==> src/rtl/polar_pkg.sv <==
// Shared constants and types for the SC decoder output path.
// Holds the frame size limits, counter widths and the packer state encoding.
package polar_pkg;

  localparam int PAIRS_MAX = 256;  // N/2 for N up to 512
  localparam int K_MAX     = 140;  // width of the packed info-bit register
  localparam int PCNT_W    = 9;    // holds 0..PAIRS_MAX
  localparam int KCNT_W    = 8;    // holds 0..K_MAX

  typedef enum logic [1:0] {
    ST_IDLE    = 2'd0,
    ST_COLLECT = 2'd1,
    ST_OUT     = 2'd2
  } packer_state_e;

endpackage

==> src/rtl/info_pair_sel.sv <==
// Frozen-bit filter for one decoded pair (u1, u2).
// Ports:
//   u1, u2             decoded bits, u1 first in decoding order
//   frozen_1, frozen_2 1 = corresponding bit is frozen and discarded
//   n_info             number of information bits in the pair (0..2)
//   bit_a              first info bit to append (valid when n_info >= 1)
//   bit_b              second info bit to append (valid when n_info == 2)
module info_pair_sel (
  input  logic       u1,
  input  logic       u2,
  input  logic       frozen_1,
  input  logic       frozen_2,
  output logic [1:0] n_info,
  output logic       bit_a,
  output logic       bit_b
);

  assign n_info = {1'b0, ~frozen_1} + {1'b0, ~frozen_2};
  // With u1 frozen, the only possible info bit is u2, so it moves to slot a.
  assign bit_a  = frozen_1 ? u2 : u1;
  // Slot b is only used when both bits are info bits.
  assign bit_b  = u2;

endmodule

==> src/rtl/sc_info_bit_packer.sv <==
// Collects information bits from the SC decoder's size-2 leaf stage and
// presents one packed frame per programmed number of pairs.
// Ports:
//   clk, rst              clock (rising edge), synchronous active-high reset
//   start, frame_pairs    frame start pulse (IDLE only) and pair count
//   in_valid / in_ready   pair handshake; u1, u2, frozen_1, frozen_2 payload
//   out_valid / out_ready frame handshake
//   out_bits              info bits, bit 0 = first decoded info bit
//   out_k                 number of valid bits in out_bits
//   overflow              more than K_MAX info bits seen in the frame
module sc_info_bit_packer
  import polar_pkg::*;
(
  input  logic              clk,
  input  logic              rst,
  input  logic              start,
  input  logic [PCNT_W-1:0] frame_pairs,
  input  logic              in_valid,
  output logic              in_ready,
  input  logic              u1,
  input  logic              u2,
  input  logic              frozen_1,
  input  logic              frozen_2,
  output logic              out_valid,
  input  logic              out_ready,
  output logic [K_MAX-1:0]  out_bits,
  output logic [KCNT_W-1:0] out_k,
  output logic              overflow
);

  localparam logic [KCNT_W:0]   KLIM  = (KCNT_W+1)'(K_MAX);
  localparam logic [PCNT_W-1:0] PLIM  = PCNT_W'(PAIRS_MAX);

  packer_state_e     r_state;
  logic [PCNT_W-1:0] r_pairs;
  logic [PCNT_W-1:0] r_cnt;
  logic [KCNT_W-1:0] r_k;
  logic [K_MAX-1:0]  r_bits;
  logic              r_ovf;
  logic              r_in_ready;

  logic [1:0]        w_n_info;
  logic              w_bit_a;
  logic              w_bit_b;
  logic              w_acc;
  logic              w_wr_a;
  logic              w_wr_b;
  logic [KCNT_W:0]   w_idx_a;
  logic [KCNT_W:0]   w_idx_b;
  logic [KCNT_W:0]   w_k_sum;
  logic [KCNT_W-1:0] w_k_nxt;
  logic              w_ovf_hit;
  logic [K_MAX-1:0]  w_bits_nxt;
  logic [PCNT_W-1:0] w_fp_clamp;
  logic [PCNT_W-1:0] w_cnt_nxt;

  info_pair_sel u_sel (
    .u1       (u1),
    .u2       (u2),
    .frozen_1 (frozen_1),
    .frozen_2 (frozen_2),
    .n_info   (w_n_info),
    .bit_a    (w_bit_a),
    .bit_b    (w_bit_b)
  );

  assign w_acc      = in_valid && r_in_ready;
  assign w_wr_a     = (w_n_info != 2'd0);
  assign w_wr_b     = (w_n_info == 2'd2);
  // One extra bit so indices and the running count can exceed K_MAX
  // before being dropped / saturated.
  assign w_idx_a    = {1'b0, r_k};
  assign w_idx_b    = w_idx_a + (KCNT_W+1)'(1);
  assign w_k_sum    = w_idx_a + (KCNT_W+1)'(w_n_info);
  assign w_k_nxt    = (w_k_sum > KLIM) ? KCNT_W'(K_MAX) : w_k_sum[KCNT_W-1:0];
  assign w_ovf_hit  = (w_wr_a && (w_idx_a >= KLIM)) || (w_wr_b && (w_idx_b >= KLIM));
  assign w_fp_clamp = (frame_pairs > PLIM) ? PLIM : frame_pairs;
  assign w_cnt_nxt  = r_cnt + PCNT_W'(1);

  // Out-of-range indices never match a bit position, so dropped writes
  // fall out naturally.
  always_comb begin
    w_bits_nxt = r_bits;
    for (int i = 0; i < K_MAX; i++) begin
      if (w_wr_a && (w_idx_a == (KCNT_W+1)'(i))) w_bits_nxt[i] = w_bit_a;
      if (w_wr_b && (w_idx_b == (KCNT_W+1)'(i))) w_bits_nxt[i] = w_bit_b;
    end
  end

  always_ff @(posedge clk) begin
    if (rst) begin
      r_state    <= ST_IDLE;
      r_pairs    <= '0;
      r_cnt      <= '0;
      r_k        <= '0;
      r_bits     <= '0;
      r_ovf      <= 1'b0;
      r_in_ready <= 1'b0;
    end else begin
      case (r_state)
        ST_IDLE: begin
          if (start) begin
            r_pairs <= w_fp_clamp;
            r_cnt   <= '0;
            r_k     <= '0;
            r_bits  <= '0;
            r_ovf   <= 1'b0;
            if (w_fp_clamp != '0) begin
              r_state    <= ST_COLLECT;
              r_in_ready <= 1'b1;
            end else begin
              r_state    <= ST_OUT;
            end
          end
        end
        ST_COLLECT: begin
          if (w_acc) begin
            r_bits <= w_bits_nxt;
            r_k    <= w_k_nxt;
            r_ovf  <= r_ovf | w_ovf_hit;
            r_cnt  <= w_cnt_nxt;
            if (w_cnt_nxt == r_pairs) begin
              r_state    <= ST_OUT;
              r_in_ready <= 1'b0;
            end
          end
        end
        ST_OUT: begin
          if (out_ready) r_state <= ST_IDLE;
        end
        default: begin
          r_state    <= ST_IDLE;
          r_in_ready <= 1'b0;
        end
      endcase
    end
  end

  assign in_ready  = r_in_ready;
  assign out_valid = (r_state == ST_OUT);
  assign out_bits  = r_bits;
  assign out_k     = r_k;
  assign overflow  = r_ovf;

endmodule

==> config.mk <==
export PLATFORM = sky130hd
export DESIGN_NAME = sc_info_bit_packer
export DESIGN_NICKNAME = d
export VERILOG_FILES = /design/src/rtl/polar_pkg.sv /design/src/rtl/info_pair_sel.sv /design/src/rtl/sc_info_bit_packer.sv
export SDC_FILE = /design/constraint.sdc
export NUM_CORES = 1
export LEC_CHECK = 0
export ABC_AREA = 1
export ABC_CLOCK_PERIOD_IN_PS = 5980
export CAP_MARGIN = 15
export CELL_PAD_IN_SITES_DETAIL_PLACEMENT = 0
export CELL_PAD_IN_SITES_GLOBAL_PLACEMENT = 1
export CORE_MARGIN = 4
export CORE_UTILIZATION = 30
export CTS_BUF_LIST = sky130_fd_sc_hd__clkbuf_8
export DETAILED_ROUTE_END_ITERATION = 16
export HOLD_SLACK_MARGIN = 0.15
export PLACE_DENSITY_LB_ADDON = 0.1
export SLEW_MARGIN = 20
export SYNTH_ARGS = -nofsm -noshare
export SYNTH_HDL_FRONTEND = slang
export SYNTH_HIERARCHICAL = 1
export SYNTH_SLANG_ARGS = --single-unit
==> constraint.sdc <==
create_clock -name clk -period 5.98 [get_ports clk]
set_clock_uncertainty 0.1 [all_clocks]
set_input_delay 0.598 -clock clk [delete_from_list [all_inputs] [get_ports clk]]
set_output_delay 0.598 -clock clk [all_outputs]
set_load 0.05 [all_outputs]
# --- Word-level counts from Yosys, hierarchy flattened ---
# Cells that the tools add are included.
# W data, S select, Z words.
totals:
  in_bits: 18
  register_bits: 170
  out_inout_bits: 151
classes:
  n_eq_ne: 427
  n_addsub: 4
  mux: 306
  reduce_logical: 434
  bitwise_logic: 4
  magnitude_cmp: 4
ops:
  columns: ["cell", "count"]
  rows:
  - ["$eq A9 B7 Y1 const B", 64]
  - ["$reduce_and A4 Y1", 141]
  - ["$eq A8 B7 Y1 const B", 64]
  - ["$ne A3 B3 Y1 const B", 140]
  - ["$eq A9 B6 Y1 const B", 32]
  - ["$mux W1", 287]
  - ["$logic_and A1 B1 Y1", 283]
  - ["$mux W140", 2]
  - ["$pmux W140 S2", 1]
  - ["$eq A8 B6 Y1 const B", 32]
  - ["$eq A9 B5 Y1 const B", 16]
  - ["$eq A8 B5 Y1 const B", 16]
  - ["$eq A9 B8 Y1 const B", 12]
  - ["$eq A8 B8 Y1 const B", 12]
  - ["$eq A9 B4 Y1 const B", 8]
  - ["$eq A8 B4 Y1 const B", 8]
  - ["$eq A9 B3 Y1 const B", 4]
  - ["$eq A8 B3 Y1 const B", 4]
  - ["$mux W9", 3]
  - ["$mux W8", 3]
  - ["$eq A9 B2 Y1 const B", 2]
  - ["$logic_not A9 Y1", 2]
  - ["$pmux W9 S2", 1]
  - ["$eq A8 B2 Y1 const B", 2]
  - ["other kinds (29)", 40]

# --- Depth between registers and ports, before layout ---
depth:
  word_depth: 8
  mapped_depth: 16
  mapped_depth_nobuf: 15

# --- By module ---
# Netlist, hierarchy kept.
modules_own_cells:
  columns: ["mod", "area_each_um2", "cells_per_inst", "n_inst", "seq_area_each_um2"]
  rows:
  - ["sc_info_bit_packer", 11900.2, 1994, 1, 3403.3]
  - ["info_pair_sel", 43.8, 7, 1, 0.0]

# --- Worst setup path before layout ---
# Ideal clock, no wire load.
synth_path:
  path_kind: "input -> register"
  start: "input port frozen_1"
  end: "register r_k[2] (netlist: out_k[2])"
  cell_stages: 15
  n_path_buf: 0
  arrival_time_ps: 2405
  setup_time_ps: 132
  required_time_ps: 5748
  slack_ps: 3343
  path_cell_list: "inv_2 > ha_1 > ha_1 > inv_1 > fa_1 > nor2_1 > nand3_1 > inv_1 > nor2_1 > nor2_1 > nand3_1 > nand2_1 > nand2_1 > nand2_1 > a21oi_1"
synth_via:
  elab_chain_len: 7
synth_rtl:
  columns: ["element", "line", "source"]
  rows:
  - ["start, declared", "sc_info_bit_packer.sv:22", "input logic frozen_1,"]
  - ["$not A1 Y1 (*)", "info_pair_sel.sv:18", "assign n_info = {1'b0, ~frozen_1} + {1'b0, ~frozen_2};"]
  - ["$add A1 B1 Y2 (*)", "info_pair_sel.sv:18", null]
  - ["net w_n_info[0]", "sc_info_bit_packer.sv:42", "logic [1:0] w_n_info;"]
  - ["$add A8 B2 Y9 (*)", "sc_info_bit_packer.sv:74", "assign w_k_sum = w_idx_a + (KCNT_W+1)'(w_n_info);"]
  - ["$gt A9 B8 Y1", "sc_info_bit_packer.sv:75", "assign w_k_nxt = (w_k_sum > KLIM) ? KCNT_W'(K_MAX) : w_k_sum[KCNT_W-1:0];"]
  - ["$mux W8 (*)", "sc_info_bit_packer.sv:75", null]
  - ["$mux W8 (*)", "sc_info_bit_packer.sv:117", "if (w_acc) begin"]
  - ["$pmux W8 S2 (*)", "sc_info_bit_packer.sv:100", "case (r_state)"]
  - ["end signal, assigned", "sc_info_bit_packer.sv:119", "r_k <= w_k_nxt;"]
  - ["end, declared", "sc_info_bit_packer.sv:37", "logic [KCNT_W-1:0] r_k;"]
# The timed path passes the listed nets; every way through them passes the cells marked *. The select of a mux whose other input is x is not followed.
# A chain may end at the register's enable or synchronous reset.

# --- Worst setup path in the final report ---
layout_path:
  start: "register r_k[2] (netlist: out_k[2])"
  end: "register r_bits[84] (netlist: out_bits[84])"
layout_via:
  elab_chain_len: 6
  word_cells_on_any_way: 10
layout_rtl:
  columns: ["element", "line", "source"]
  rows:
  - ["$add A8 B1 Y9", "sc_info_bit_packer.sv:73", "assign w_idx_b = w_idx_a + (KCNT_W+1)'(1);"]
  - ["$eq A9 B7 Y1", "sc_info_bit_packer.sv:86", "if (w_wr_b && (w_idx_b == (KCNT_W+1)'(i))) w_bits_nxt[i] = w_bit_b;"]
  - ["$logic_and A1 B1 Y1", "sc_info_bit_packer.sv:86", null]
  - ["$mux W1", "sc_info_bit_packer.sv:86", null]
  - ["$mux W140", "sc_info_bit_packer.sv:117", null]
  - ["$pmux W140 S2", "sc_info_bit_packer.sv:100", null]
  - ["end signal, assigned", "sc_info_bit_packer.sv:118", "r_bits <= w_bits_nxt;"]
  - ["end, declared", "sc_info_bit_packer.sv:38", "logic [K_MAX-1:0] r_bits;"]
# Several ways; a longest one is shown, not always the timed one. The select of a mux whose other input is x is not followed.

==> impl_metrics.tcl <==
set metrics [dict create \
    number_of_port_buffers 168 \
    clock_sinks 170 \
    num_antenna_cells 0 \
    synth_seq_cells 170 \
    drc 0 \
    fin_crit_ps 3420 \
    grt_use_total 0.252 \
    cts_buffer_depth 2 \
    post_layout_nonfiller_instances 2611 \
    total_area_of_multi_input_combinational_cells_mm2 0.00738 \
    hp-class "reg -> reg" \
    dp_cells 2580 \
    yosys.cell_types.count 45 \
    worstPathArrival_ps 3760 \
    place_congestion 0.846 \
    drt_pass1_iterations 5 \
    layout.filler_cells 4273 \
    end_kind "register" \
    resized_after_cts 0 \
    synth_edf_count 0 \
    grt_max_degree 166 \
    fin_total_pwr_mw 3.29 \
    die_area_mm2 0.0431 \
    crit_path_start_kind "register" \
    dpl-instance-area_mm2 0.0139 \
    worst-path-max-fanout 7 \
    worstSkewPairLatency_ps 510 \
    drt_first_iter_violations 1322 \
    synth-seq-area-share 0.285 \
    syn_to_layout_area_delta_pct 19.8 \
    min_from "out_bits[8]" \
    number_of_nets_in_the_finished_design 2104 \
    die_height_um 208 \
    layout_setup_ws_ps 2560 \
    criticalPathCategory "reg -> reg" \
    cts.htree.levels 4 \
    route.vias.total 14245 \
    ir_worst_vdd_mv 0.142 \
    rows 72 \
    hold-worst-slack_ps 363 \
    pre_cts_slack_ps 2150 \
    avgViaCountPerCell 5.46 \
    seq_area_mm2 0.00340 \
    crit_share_post_route 0.571 \
    global_route_wire_length_before_repair_um 85100 \
    totalNegativeSetupSlack_ps 0 \
    pwr_density_cell_mw_per_mm2 230 \
    grt-ovfl-total 0 \
    layout.core_utilization 0.367 \
    r2r-end "out_bits[84]" \
    finalWirelength_um 56200 \
    number_of_hold_buffers_added_after_cts 0 \
    cts_tree "done" \
    power.leakage_nw 5.55 \
    average_wire_per_cell_in_the_routed_design_um 21.5 \
    cts.clk_slew.worst_paths_ps 100 \
    regToRegStartpoint "out_k[2]" \
    ioPinCount 169 \
    worstHoldEndpoint "out_bits[8]" \
    drive_above_1_share 0.0535 \
    core_mm2 0.0390 \
    timing.critical_path.required_ps 6320 \
    antenna_found_initial 0 \
    grt_setup_unrepaired "false" \
    grt_pass1_vias 13368 \
    timing.slew.headroom 0.184 \
    cts.root.buffer_cell "clkbuf_8" \
    ant_nets 0 \
    cts_made_buffers 17 \
    yosysWarnings 6 \
    starting_density_of_the_core 0.306 \
    worst_pin_slew_ps 1220 \
    die_width_um 208 \
    postCtsSetupBuffers 0 \
    synth_cells 2001 \
    design_area_mm2 0.0143 \
    syn_area_per_cell_um2 5.97 \
    detailed_place_hpwl_um 36400 \
    maxSlewViolCount 0 \
    fmax_mhz 293 \
    worst_r2r_path_depth 11 \
    flop2flop_setup_slack_ps 2560 \
    cell_area_synth_mm2 0.0119 \
    synth_fp_nets 2024 \
    synth_async_reset_ratio 0 \
    worstHoldPathCells 2 \
    finalHoldViolations 0 \
    synth_flop_cell "dfxtp_1" \
    report.final.setup_viol 0 \
    maxCapViolCount 0 \
    outcome "finished, final reports clean" \
]
power by group:
group	total [mW]	switching (mW)	leakage, nW	internal, mW
Combinational	1.16	0.817	3.98	0.348
Sequential	1.27	0.0603	1.38	1.21
Clock	0.858	0.481	0.199	0.377
layout make-up:
type | count | share of cell area
multi-input combinational | 1535 | 0.516
clock inverter | 9 | 0.00507
clock buffer | 22 | 0.0212
inverter | 162 | 0.0428
sequential | 170 | 0.238
tap | 518 | 0.0453
timing repair buffer | 195 | 0.132
Yosys cell counts (6+ instances only):
library cell	n	share of area
nand2_1	536	0.17
a21oi_1	219	0.092
nor2_1	218	0.069
nand3_1	203	0.085
dfxtp_1	170	0.28
inv_1	144	0.045
o21ai_0	105	0.044
clkbuf_1	82	0.026
o211ai_1	52	0.033
buf_2	30	0.013
a211oi_1	23	0.014
nand4_1	22	0.012
o2111ai_1	20	0.015
nor3_1	18	0.0075
a21boi_0	17	0.011
nor2_2	15	0.0079
inv_2	14	0.0044
buf_1	13	0.0041
a31oi_1	10	0.0052
o22ai_1	9	0.0047
buf_4	8	0.0050
nand2_2	8	0.0042
o21ai_1	7	0.0029
o31ai_1	7	0.0044
o311ai_0	6	0.0044
flip-flops by register name (all words and copies together) (netlist names):
register  flops
out_bits    140
overflow      1
r_cnt         9
r_pairs       9
in_ready      1
r_state       2
out_k         8
cells by family after synthesis:
group	count (synthesis)	synth area share
compound gates	488	0.239
xor+xnor	5	0.00367
simple gates	1037	0.367
buf+inv	296	0.0993
flops	170	0.285
fa+ha+maj	5	0.00587
placed cells by master (no fill, tap or decap), types with 6 or more instances in the layout:
| cell | Yosys | layout |
|---|---|---|
| clkdlybuf4s50_1 | 0 | 166 |
| a211oi_1 | 23 | 23 |
| nand4_1 | 22 | 22 |
| a21boi_0 | 17 | 17 |
| o2111ai_1 | 20 | 20 |
| a31oi_1 | 10 | 10 |
| nor2_1 | 218 | 216 |
| clkinv_2 | 0 | 6 |
| o21ai_0 | 105 | 105 |
| o22ai_1 | 9 | 9 |
| o311ai_0 | 6 | 6 |
| dfxtp_1 | 170 | 170 |
| inv_1 | 144 | 145 |
| inv_2 | 14 | 12 |
| nor2_4 | 4 | 7 |
| o31ai_1 | 7 | 7 |
| nand2_1 | 536 | 536 |
| a21oi_1 | 219 | 219 |
| nor3_1 | 18 | 17 |
| nand2_2 | 8 | 8 |
| clkbuf_8 | 0 | 22 |
| o211ai_1 | 52 | 52 |
| buf_4 | 8 | 27 |
| o21ai_1 | 7 | 7 |
| nand3_1 | 203 | 203 |
| nor2_2 | 15 | 14 |
worst max-delay path: stages (launching register included):
cell and delay, ps:
dfxtp_1 500, nand2_1 230, nor2_2 620, inv_1 260
nor2_1 730, buf_4 290, a21oi_1 70, o21ai_0 150
nand3_1 120, nor2_1 130, nor2_1 50, nor2_1 80
worst max path at each step:
stage / startpoint / endpoint / cells past startpoint
3_3_place_gp: frozen_1 / out_bits[133] / 14
6_report: out_k[2] / out_bits[84] / 11
2_1_floorplan: frozen_1 / out_k[2] / 15
3_5_place_dp: frozen_1 / out_bits[21] / 12
5_1_grt: out_k[6] / out_bits[136] / 13
4_1_cts: r_state[0] / out_bits[29] / 11
per-layer routing:
metal  track usage  vias to the layer above  routed length (um)
li1              -                     6894                   -
met1         0.352                     6711               25700
met2         0.396                      546               25200
met3        0.0432                       94                3600
met4        0.0834                        0                1720
met5             0                        -                   0
No activity file was read; power rests on OpenSTA's default activity.
